--- config.mk ---
export PLATFORM = sky130hd
export DESIGN_NAME = fetch_unit
export DESIGN_NICKNAME = d
export VERILOG_FILES = /design/src/rtl/simplecore_defs.sv /design/src/rtl/fetch_queue.sv /design/src/rtl/fetch_unit.sv
export SDC_FILE = /design/constraint.sdc
export NUM_CORES = 1
export LEC_CHECK = 0
export CAP_MARGIN = 20
export CELL_PAD_IN_SITES_DETAIL_PLACEMENT = 2
export CELL_PAD_IN_SITES_GLOBAL_PLACEMENT = 2
export CORE_MARGIN = 1
export CORE_UTILIZATION = 30
export CTS_BUF_LIST = sky130_fd_sc_hd__clkbuf_4 sky130_fd_sc_hd__clkbuf_8 sky130_fd_sc_hd__clkbuf_16
export CTS_CLUSTER_DIAMETER = 40
export DETAILED_ROUTE_END_ITERATION = 12
export PLACE_DENSITY_LB_ADDON = 0.1
export SKIP_LAST_GASP = 1
export SLEW_MARGIN = 10
export SYNTH_ARGS = -nofsm -noshare
export SYNTH_HDL_FRONTEND = slang
export SYNTH_SLANG_ARGS = --single-unit
--- constraint.sdc ---
create_clock -name clk -period 3.01 [get_ports clk]
set_input_delay 0.602 -clock clk [delete_from_list [all_inputs] [get_ports clk]]
set_output_delay 0.602 -clock clk [all_outputs]
set_load 0.05 [all_outputs]
--- src/rtl/simplecore_defs.sv ---
// Shared SimpleCore definitions: instruction/condition codes, datapath widths
// and the fetch-stage constants used across the pipeline.
package simplecore_defs;

   localparam int PC_W   = 16;
   localparam int INST_W = 16;

   localparam logic [INST_W-1:0] FETCH_BUBBLE = 16'h0000;

   typedef enum logic [3:0] {
      INST_NOP  = 4'h0,
      INST_ADD  = 4'h1,
      INST_SUB  = 4'h2,
      INST_AND  = 4'h3,
      INST_OR   = 4'h4,
      INST_LDI  = 4'h5,
      INST_LD   = 4'h6,
      INST_ST   = 4'h7,
      INST_BR   = 4'h8,
      INST_JMP  = 4'h9,
      INST_HALT = 4'hF
   } instOp_t;

   typedef enum logic [2:0] {
      COND_AL = 3'd0,
      COND_EQ = 3'd1,
      COND_NE = 3'd2,
      COND_LT = 3'd3,
      COND_GE = 3'd4
   } cond_t;

   // IDLE has no request on the bus; REQ holds imemReq/imemAddr until acked.
   typedef enum logic {
      FETCH_IDLE = 1'b0,
      FETCH_REQ  = 1'b1
   } fetchState_t;

endpackage

--- src/rtl/fetch_queue.sv ---
// Prefetch FIFO of {address, instruction} pairs between memory and decode.
// Depth is a power of two so the pointers wrap naturally.
module fetch_queue
   import simplecore_defs::*;
#(
   parameter int QDEPTH = 2
) (
   input  logic                           clk,
   input  logic                           nreset,
   input  logic                           clear,
   input  logic                           push,
   input  logic                           pop,
   input  logic [PC_W-1:0]                pushAddr,
   input  logic [INST_W-1:0]              pushInst,
   output logic [$clog2(QDEPTH+1)-1:0]    count,
   output logic [PC_W-1:0]                headAddr,
   output logic [INST_W-1:0]              headInst
);

   localparam int PTR_W = $clog2(QDEPTH);

   logic [PTR_W-1:0]  rdPtr;
   logic [PTR_W-1:0]  wrPtr;
   logic [PC_W-1:0]   addrMem [QDEPTH];
   logic [INST_W-1:0] instMem [QDEPTH];

   // Storage needs no reset; count alone decides which slots are meaningful.
   always_ff @(posedge clk) begin
      if (push && !clear) begin
         addrMem[wrPtr] <= pushAddr;
         instMem[wrPtr] <= pushInst;
      end
   end

   always_ff @(posedge clk) begin
      if (!nreset || clear) begin
         rdPtr <= '0;
         wrPtr <= '0;
         count <= '0;
      end else begin
         if (push) wrPtr <= wrPtr + 1'b1;
         if (pop)  rdPtr <= rdPtr + 1'b1;
         case ({push, pop})
            2'b10:   count <= count + 1'b1;
            2'b01:   count <= count - 1'b1;
            default: count <= count;
         endcase
      end
   end

   assign headAddr = addrMem[rdPtr];
   assign headInst = instMem[rdPtr];

endmodule

--- src/rtl/fetch_unit.sv ---
// SimpleCore fetch stage: single-outstanding instruction memory requests,
// a small prefetch queue, and stall / flush-with-redirect / halt handling.
module fetch_unit
   import simplecore_defs::*;
#(
   parameter logic [PC_W-1:0] RESET_PC = 16'h0000,
   parameter int              QDEPTH   = 2
) (
   input  logic              clk,
   input  logic              nreset,
   input  logic              stall,
   input  logic              flush,
   input  logic [PC_W-1:0]   flushPc,
   input  logic              halt,
   output logic              imemReq,
   output logic [PC_W-1:0]   imemAddr,
   input  logic              imemAck,
   input  logic [INST_W-1:0] imemData,
   output logic [INST_W-1:0] fInst,
   output logic              fValid,
   output logic [PC_W-1:0]   fPc
);

   localparam int               CNT_W   = $clog2(QDEPTH + 1);
   localparam logic [CNT_W-1:0] DEPTH_C = CNT_W'(QDEPTH);

   fetchState_t       state;
   fetchState_t       stateNext;
   logic [PC_W-1:0]   pc;
   logic [PC_W-1:0]   pcNext;
   logic [PC_W-1:0]   reqAddr;
   logic [PC_W-1:0]   reqAddrNext;
   logic              discard;
   logic              discardNext;
   logic              accepted;
   logic              pushEn;
   logic              popEn;
   logic [CNT_W-1:0]  count;
   logic [CNT_W-1:0]  countAfter;
   logic [PC_W-1:0]   headAddr;
   logic [INST_W-1:0] headInst;

   assign accepted = (state == FETCH_REQ) && imemAck;
   assign pushEn   = accepted && !discard && !flush;
   assign fValid   = (count != '0);
   assign popEn    = fValid && !stall && !flush;

   // Queue occupancy after this cycle's push/pop/clear, used to decide
   // whether a follow-on request may be issued straight after an ack.
   always_comb begin
      countAfter = count;
      if (flush)                countAfter = '0;
      else if (pushEn && !popEn) countAfter = count + 1'b1;
      else if (!pushEn && popEn) countAfter = count - 1'b1;
   end

   always_comb begin
      stateNext   = state;
      pcNext      = pc;
      reqAddrNext = reqAddr;
      discardNext = discard;
      case (state)
         FETCH_IDLE: begin
            if (flush) begin
               pcNext      = flushPc;
               reqAddrNext = flushPc;
               stateNext   = halt ? FETCH_IDLE : FETCH_REQ;
            end else begin
               reqAddrNext = pc;
               if (!halt && (count < DEPTH_C)) stateNext = FETCH_REQ;
            end
         end
         FETCH_REQ: begin
            if (flush) begin
               // An un-acked request now returns stale data; remember to drop it.
               pcNext = flushPc;
               if (accepted) begin
                  discardNext = 1'b0;
                  reqAddrNext = flushPc;
                  stateNext   = halt ? FETCH_IDLE : FETCH_REQ;
               end else begin
                  discardNext = 1'b1;
               end
            end else if (accepted) begin
               if (discard) discardNext = 1'b0;
               else         pcNext      = reqAddr + 1'b1;
               reqAddrNext = pcNext;
               stateNext   = (!halt && (countAfter < DEPTH_C)) ? FETCH_REQ : FETCH_IDLE;
            end
         end
         default: stateNext = FETCH_IDLE;
      endcase
   end

   always_ff @(posedge clk) begin
      if (!nreset) begin
         state   <= FETCH_IDLE;
         pc      <= RESET_PC;
         reqAddr <= RESET_PC;
         discard <= 1'b0;
      end else begin
         state   <= stateNext;
         pc      <= pcNext;
         reqAddr <= reqAddrNext;
         discard <= discardNext;
      end
   end

   fetch_queue #(
      .QDEPTH(QDEPTH)
   ) queue (
      .clk      (clk),
      .nreset   (nreset),
      .clear    (flush),
      .push     (pushEn),
      .pop      (popEn),
      .pushAddr (reqAddr),
      .pushInst (imemData),
      .count    (count),
      .headAddr (headAddr),
      .headInst (headInst)
   );

   assign imemReq  = (state == FETCH_REQ);
   assign imemAddr = reqAddr;
   assign fInst    = fValid ? headInst : FETCH_BUBBLE;
   assign fPc      = fValid ? headAddr : '0;

endmodule

==> Word-level counts from Yosys, hierarchy flattened <==
Memories as Yosys holds them, arrays and structs flattened. A register that Yosys moved wholly into a read port is not among the register bits.
Index checks and enable logic that the tools add are counted.
{ "totals": {"reg_bits": 38, "ramBits": 64, "input_bits": 38, "n_memories": 2} }
{ "mem_list": {"columns": ["name", "depth", "width", "read_ports", "rd_ports_with_merged_regs", "wr", "line_no", "text"], "rows": [
  ["queue.addrMem", 2, 16, 1, 1, 1, "fetch_queue.sv:24", "logic [PC_W-1:0] addrMem [QDEPTH];"],
  ["queue.instMem", 2, 16, 1, 1, 1, "fetch_queue.sv:25", "logic [INST_W-1:0] instMem [QDEPTH];"]
]} }
{ "classes": {"add_sub_neg": 5, "order_cmp": 2, "eq_ne": 4, "n_mux": 31, "bitwise": 1, "n_reduce_logical": 22} }
{ "op_table": {"columns": ["op", "count"], "rows": [
  ["$mux W16", 8],
  ["$pmux W16 S2", 2],
  ["$add A16 B1 Y16 const B", 1],
  ["$mux W1", 16],
  ["$logic_and A1 B1 Y1", 10],
  ["$logic_not A1 Y1", 7],
  ["$mux W2", 3],
  ["$reduce_bool A2 Y1", 3],
  ["$lt A2 B2 Y1 const B", 2],
  ["$pmux W2 S2", 1],
  ["$ne A3 B2 Y1 const B", 1],
  ["$add A1 B1 Y1 const B", 2],
  ["$add A2 B1 Y2 const B", 1],
  ["$eq A2 B1 Y1 const B", 1],
  ["$eq A2 B2 Y1 const B", 1],
  ["$ne A2 B1 Y1 const B", 1],
  ["$pmux W1 S2", 1],
  ["$reduce_and A2 Y1", 1],
  ["$sub A2 B1 Y2 const B", 1],
  ["$logic_or A1 B1 Y1", 1],
  ["$not A1 Y1", 1]
]} }

==> Depth between registers and ports, before layout <==
Gate-level depths: netlist of the first run.
{ "logic_depth": {"ltp_word": 14, "depth_mapped": 10} }

==> By module <==
Synthesis of the first run repeated with hierarchy kept, for this count alone.
{ "hier_totals": {"hier_cells": 411, "area_unflattened_um2": 4755.8} }
{ "modules_own_cells": {"columns": ["module", "instances", "cells_each", "area_each_um2", "seq_area_each_um2"], "rows": [
  ["fetch_queue", 1, 122, 2511.2, 2021.9],
  ["fetch_unit", 1, 289, 2244.7, 680.7]
]} }

==> Worst setup path before layout of the first run <==
Ideal clock, no wire load.
{ "synth_path": {"path_type": "register to register", "from": "register state (netlist: imemReq)", "to": "memory queue.addrMem[0][0], enable pin", "setup_time_ps": 421, "arrival_ps": 2673, "t_required_ps": 2589, "slack_ps": -84, "stages_incl_launch_ff": 5, "path_buffers": 1, "period_less_slack_ps": 3094, "cell_sequence": "dfxtp_1 nor3b_1 clkbuf_1 nand2_1 nor2_1"} }
{ "synth_between": {"elab_chain_cells": 6} }
{ "synth_lines": {"columns": ["element", "line_no", "text"], "rows": [
  ["start: declaration", "fetch_unit.sv:27", "fetchState_t state;"],
  ["start signal: assignment", "fetch_unit.sv:102", "state <= stateNext;"],
  ["$logic_and A1 B1 Y1", "fetch_unit.sv:43", "assign accepted = (state == FETCH_REQ) && imemAck;"],
  ["$logic_and A1 B1 Y1 (2 in a row)", "fetch_unit.sv:44", "assign pushEn = accepted && !discard && !flush;"],
  ["$logic_and A1 B1 Y1", "fetch_queue.sv:29", "if (push && !clear) begin"],
  ["$mux W1", "fetch_queue.sv:29", null],
  ["$mux W1 (implied by the code)", "fetch_queue.sv:30", "addrMem[wrPtr] <= pushAddr;"],
  ["end: declaration", "fetch_queue.sv:24", null]
]} }
Every way passes these cells.

==> Final worst setup path of the first run <==
{ "layout_path": {"from": "register reqAddr[0] (netlist: imemAddr[0])", "to": "output imemAddr[0]"} }
{ "layout_rtl": {"columns": ["element", "line_no", "text"], "rows": [
  ["start: declaration", "fetch_unit.sv:31", "logic [PC_W-1:0] reqAddr;"],
  ["start signal: assignment", "fetch_unit.sv:104", "reqAddr <= reqAddrNext;"],
  ["end: declaration", "fetch_unit.sv:16", "output logic [PC_W-1:0] imemAddr,"]
]} }
No word-level cell between the ends.

==> impl_metrics.tcl, run 1 <==
set metrics [dict create \
    timing.critical_path.buf_inv 1 \
    busiest_layer "met2" \
    maxCapViolCount 0 \
    final_area_mm2 0.005916 \
    drc_errors 6 \
    wl_um 13060 \
    hold_viol_final 0 \
    rsz0062_at_grt "no" \
    yosysSeqAreaShare_pct 59.21 \
    crit_family "buffers and inverters" \
    violations "DRC" \
    synth_xor_area_share_pct 0.9594 \
    layout.nets 536 \
    synthSimpleGateAreaFrac_pct 14.42 \
    synth_mux_area_share_pct 7.675 \
    routed_via_density 5.218 \
    worst_slack_ns 0.5305 \
    synth_seq_cells 103 \
    use_met2_pct 30.89 \
    htreeDepth 3 \
    gp_congestion 0.7259 \
    crit_arrival_ns 1.88 \
    setup_viol 0 \
    overflow 0 \
    syn_to_final_growth_pct 29.61 \
    slew_viol_final 0 \
    dieWidth_um 125.3 \
    clock.fmax_ghz 0.4033 \
    synthArstFlopShare_pct 0 \
    fin_util_pct 40.25 \
    syn_area_mm2 0.004564 \
    synth_fa_ha_area_share_pct 1.096 \
    antenna_cells 0 \
    crit_type "reg -> out" \
    ios 88 \
    std_cell_rows 44 \
    final.setup_skew_ns 0.009126 \
    grt_use_met1_pct 21.67 \
    grt_pass1_wl_um 21210 \
    synth_edf_count 64 \
    cp_cell_sequence "clkdlybuf4s50_1" \
    synth-compound-area-share_pct 13.60 \
    power.leakage_nw 2.014 \
    antenna_found_initial 0 \
    tns_ns 0 \
    status "finished with violations" \
    synth.net_count 450 \
    clk_pin_slew_worst_paths_ns 0.07 \
    synth_cells 408 \
    worstPathMaxFanout 8 \
    avgSynthCellArea_um2 11.19 \
    place_ws_ns 0.3606 \
    fin_crit_sh_pct 82.37 \
    dieArea_mm2 0.01571 \
    yosysWarnings 0 \
    drive_gt1_share_pct 14.43 \
    synth-main-ff-cell "edfxtp_1" \
    slowest_stage "clkdlybuf4s50_1" \
    die_y_um 125.3 \
    cts.sinks 103 \
    cp-end-kind "primary output" \
    dr.pass1.iters 11 \
    whs_ns 0.4600 \
    gr-usage-met3_pct 3.808 \
    grt_pass1_vias 3918 \
    placed_area_mm2 0.005642 \
    worstSetupStartpointType "flop" \
    cts_tree "done" \
    grt_max_degree 36 \
    synth_cell_types 43 \
    cts_resized 0 \
    clkLatencyLatePin_ns 0.35 \
    start_util_pct 31.05 \
    core-area_mm2 0.01470 \
    numPortBuffers 87 \
    grt_util_all_layers_pct 17.59 \
    tightest_slew_ns 0.6063 \
    power_density_mw_per_mm2 528.9 \
    postCtsSetupRepairBufs 0 \
    peakVddDrop_mv 0.2333 \
    place_hpwl_um 8875 \
    ctsRootBufferMaster "clkbuf_16" \
    synth_top_family_by_area "simple AND/OR/NAND/NOR gates" \
    ant_nets 0 \
    ctsHoldBuffers 0 \
    crit_required_ns 2.41 \
    numCtsBuffers 9 \
    max_stage_delay_ns 0.90 \
    num_vias 3564 \
    finalCriticalPeriod_ns 2.479 \
    slew_headroom_pct 59.21 \
    hold_path_class "reg -> reg" \
    layout_commonest_cell "edfxtp_1" \
    fill_cells 1582 \
    initialDrtViolationCount 183 \
    layout_common_cells "edfxtp_1 (64), clkdlybuf4s50_1 (54), nor2_1 (46), buf_4 (45), dfxtp_1 (38)" \
    clockBufferDepth 2 \
    routedWlPerCell_um 19.12 \
]
logic make-up (layout without fill, tap and decap cells):
group           Yosys count  in the layout
flops                   103            103
fa+ha+maj                 4              4
mux                      35             35
buf+inv                  37            128
compound gates          100            100
simple gates            124            124
xor+xnor                  5              5
per-stage QoR:
step	total power, mW	std cells
final	3.129	683
after global placement	2.046	667
after detailed placement	2.059	667
after global routing	3.261	683
after CTS	3.186	683
after floorplan	1.868	408
state kept, by name (all words and copies together), names as in the netlist, 2 cells and up, named ones only:
register       cells
pc                16
queue.count        2
imemAddr          16
queue.instMem     32
queue.addrMem     32
cells in the mapped netlist (all sizes together), types with 3 or more instances:
master / instances / share of area (%)
nor3: 3 / 0.33
mux2i: 35 / 7.7
edfxtp: 64 / 42
nand3: 5 / 0.66
ha: 4 / 1.1
nor2b: 13 / 1.8
o31a: 6 / 1.2
a31oi: 24 / 3.3
dfxtp: 39 / 17
a21oi: 13 / 1.4
nor4: 9 / 1.2
nor2: 47 / 3.9
inv: 10 / 0.82
nor3b: 4 / 0.66
o21ai: 36 / 3.9
buf: 4 / 0.33
nand2b: 8 / 1.1
clkbuf: 23 / 1.9
and2: 4 / 0.55
nand2: 15 / 1.2
a211oi: 5 / 0.82
a22oi: 6 / 0.99
xnor2: 3 / 0.58
or3: 8 / 1.1
worst paths after layout:
kind / start / endpoint / slack (ns) / depth (start not counted)
max reg2reg: imemAddr[0] / pc[10] / 0.69 / 5
min reg2reg: pc[1] / pc[1] / 0.46 / 2
min: pc[1] / pc[1] / 0.46 / 2
max: imemAddr[0] / imemAddr[0] / 0.53 / 1
layout make-up:
class | instances | area (µm²) | share of cell area (%)
Clock inverter | 7 | 48.80 | 0.8249
Multi-Input combinational cell | 268 | 1732 | 29.27
Clock buffer | 9 | 225.2 | 3.807
Tap cell | 184 | 230.2 | 3.892
Inverter | 10 | 37.54 | 0.6345
Timing Repair Buffer | 102 | 938.4 | 15.86
Sequential cell | 103 | 2704 | 45.71
routing by layer:
metal | share of wire (%) | wire (µm) | vias up
met5 | 0 | 0 | -
li1 | - | - | 1689
met1 | 45 | 5897 | 1794
met4 | 1.2 | 157 | 0
met3 | 4.1 | 534 | 13
met2 | 50 | 6468 | 68
where the power goes:
group	switching [mW]	internal (mW)	leakage, nW	total (mW)
sequential	0.0688	1.55	0.901	1.62
clock	0.542	0.563	0.132	1.11
combinational	0.240	0.164	0.981	0.405
Note: power is estimated with default switching activity, not from simulation.
==> run 2: changes to the inputs <==
==> constraint.sdc (replaced) <==
create_clock -name clk -period 2.09 [get_ports clk]
set_input_delay 0.418 -clock clk [delete_from_list [all_inputs] [get_ports clk]]
set_output_delay 0.418 -clock clk [all_outputs]
set_load 0.05 [all_outputs]
==> run 2 against run 1 <==
The flow still finishes with violations (DRC). Critical path depth unchanged. Setup slack got worse by 0.49 ns. Combinational power increased by 77%. Hold slack about the same. Via count increased by 0.98%. Largest cell class unchanged. Largest power group unchanged.
==> impl_metrics.tcl, run 2 (synthesis results as in run 1) <==
set metrics [dict create \
    status "finished with violations" \
    violations "DRC" \
    peakVddDrop_mv 0.3353 \
    timing.critical_path.buf_inv 1 \
    numPortBuffers 87 \
    grt_pass1_vias 3890 \
    rsz0062_at_grt "no" \
    dieArea_mm2 0.01571 \
    dieWidth_um 125.3 \
    std_cell_rows 44 \
    layout.nets 562 \
    drc_errors 9 \
    core-area_mm2 0.01470 \
    syn_to_final_growth_pct 45.04 \
    grt_max_degree 36 \
    crit_family "buffers and inverters" \
    clkLatencyLatePin_ns 0.35 \
    htreeDepth 3 \
    routedWlPerCell_um 19.13 \
    hold_path_class "reg -> reg" \
    cp-end-kind "primary output" \
    reg_top3 "queue.addrMem x32, queue.instMem x32" \
    ios 88 \
    clockBufferDepth 2 \
    ctsRootBufferMaster "clkbuf_16" \
    cts.sinks 103 \
    power_density_mw_per_mm2 699.8 \
    dp.cells 693 \
    grt_util_all_layers_pct 17.86 \
    start_util_pct 31.05 \
    clk_pin_slew_worst_paths_ns 0.08 \
    place_ws_ns -0.2805 \
    worstSetupStartpointType "flop" \
    power.leakage_nw 2.281 \
    crit_required_ns 1.67 \
    fin_crit_sh_pct 97.85 \
    layout_commonest_cell "edfxtp_1" \
    worstPathMaxFanout 8 \
    grt_pass1_wl_um 21530 \
    antenna_cells 0 \
    hold_viol_final 0 \
    die_y_um 125.3 \
    cts_tree "done" \
    clock.fmax_ghz 0.4890 \
    max_stage_delay_ns 0.84 \
    slowest_stage "clkdlybuf4s50_1" \
    worst_slack_ns 0.04501 \
    final.setup_skew_ns 0.009461 \
    dr.pass1.iters 10 \
    drive_gt1_share_pct 29.71 \
    cp_cell_sequence "clkdlybuf4s50_1" \
    num_vias 3599 \
    slew_headroom_pct 65.32 \
    routed_via_density 5.076 \
    finalCriticalPeriod_ns 2.045 \
    crit_type "reg -> out" \
    layout_common_cells "edfxtp_1 (64), buf_4 (50), clkdlybuf4s50_1 (39), buf_12 (38), o21ai_0 (36)" \
    place_hpwl_um 9718 \
    gp_congestion 0.7485 \
    ctsHoldBuffers 0 \
    ant_nets 0 \
    slew_viol_final 0 \
    setup_viol 0 \
    maxCapViolCount 0 \
    overflow 0 \
    initialDrtViolationCount 133 \
    crit_arrival_ns 1.63 \
    numCtsBuffers 9 \
    instances_no_fill 709 \
    wl_um 13570 \
    fin_util_pct 45.04 \
    tightest_slew_ns 0.5193 \
    antenna_found_initial 0 \
]
-- run 2: final cells by class --
cell class                      count  area, µm²
Inverter                           10      37.54
Tap cell                          184      230.2
Clock inverter                      7      56.30
Fill cell                        1484       8079
Clock buffer                        9      225.2
Timing Repair Buffer              128       1539
Multi-Input combinational cell    268       1814
Sequential cell                   103       2718
-- run 2: worst paths after layout --
check,start,to,slack [ns],cells after the start
setup reg to reg,queue.count[1],imemReq,0.09,9
hold / removal,pc[1],pc[1],0.46,2
hold reg to reg,pc[1],pc[1],0.46,2
setup / recovery,imemAddr[4],imemAddr[4],0.05,1
-- run 2: power breakdown --
part | total, mW | internal [mW] | switching [mW]
Combinational | 0.717 | 0.303 | 0.413
Sequential | 2.30 | 2.23 | 0.0621
Clock | 1.62 | 0.823 | 0.797
Total | 4.63 | 3.36 | 1.27
-- run 2: timing repair --
item	in CTS	in global routing
setup buffers	0	0
gates resized for setup	2	8
setup endpoints to repair	33	22
endpoints found under the hold margin	0	0
-- run 2: stage by stage --
step	setup TNS [ns]	power, mW	area, µm²	hold slack (ns)
floorplan	0	2.703	4656	0.4327
global placement	-3.399	3.031	6312	0.4515
detailed placement	-10.46	3.059	6312	0.4504
CTS	0	4.688	6601	0.4620
global route	0	4.813	6620	0.4727
finish	0	4.633	6620	0.4596
-- run 2: layer usage --
layer	share of wire, %	GRT usage [%]	up-vias
met4	0.65	3.659	0
met2	50	31.25	71
met5	0	0	-
met3	3.4	3.209	7
li1	-	-	1735
met1	46	23.04	1786
==> run 3: changes to the inputs <==
--- a/config.mk
+++ b/config.mk
@@ -14,7 +14,6 @@
 export CTS_CLUSTER_DIAMETER = 40
 export DETAILED_ROUTE_END_ITERATION = 12
 export PLACE_DENSITY_LB_ADDON = 0.1
-export SKIP_LAST_GASP = 1
 export SLEW_MARGIN = 10
 export SYNTH_ARGS = -nofsm -noshare
 export SYNTH_HDL_FRONTEND = slang
==> results of run 3 <==
The final DEF is identical to that of run 2; final timing and power are the same.
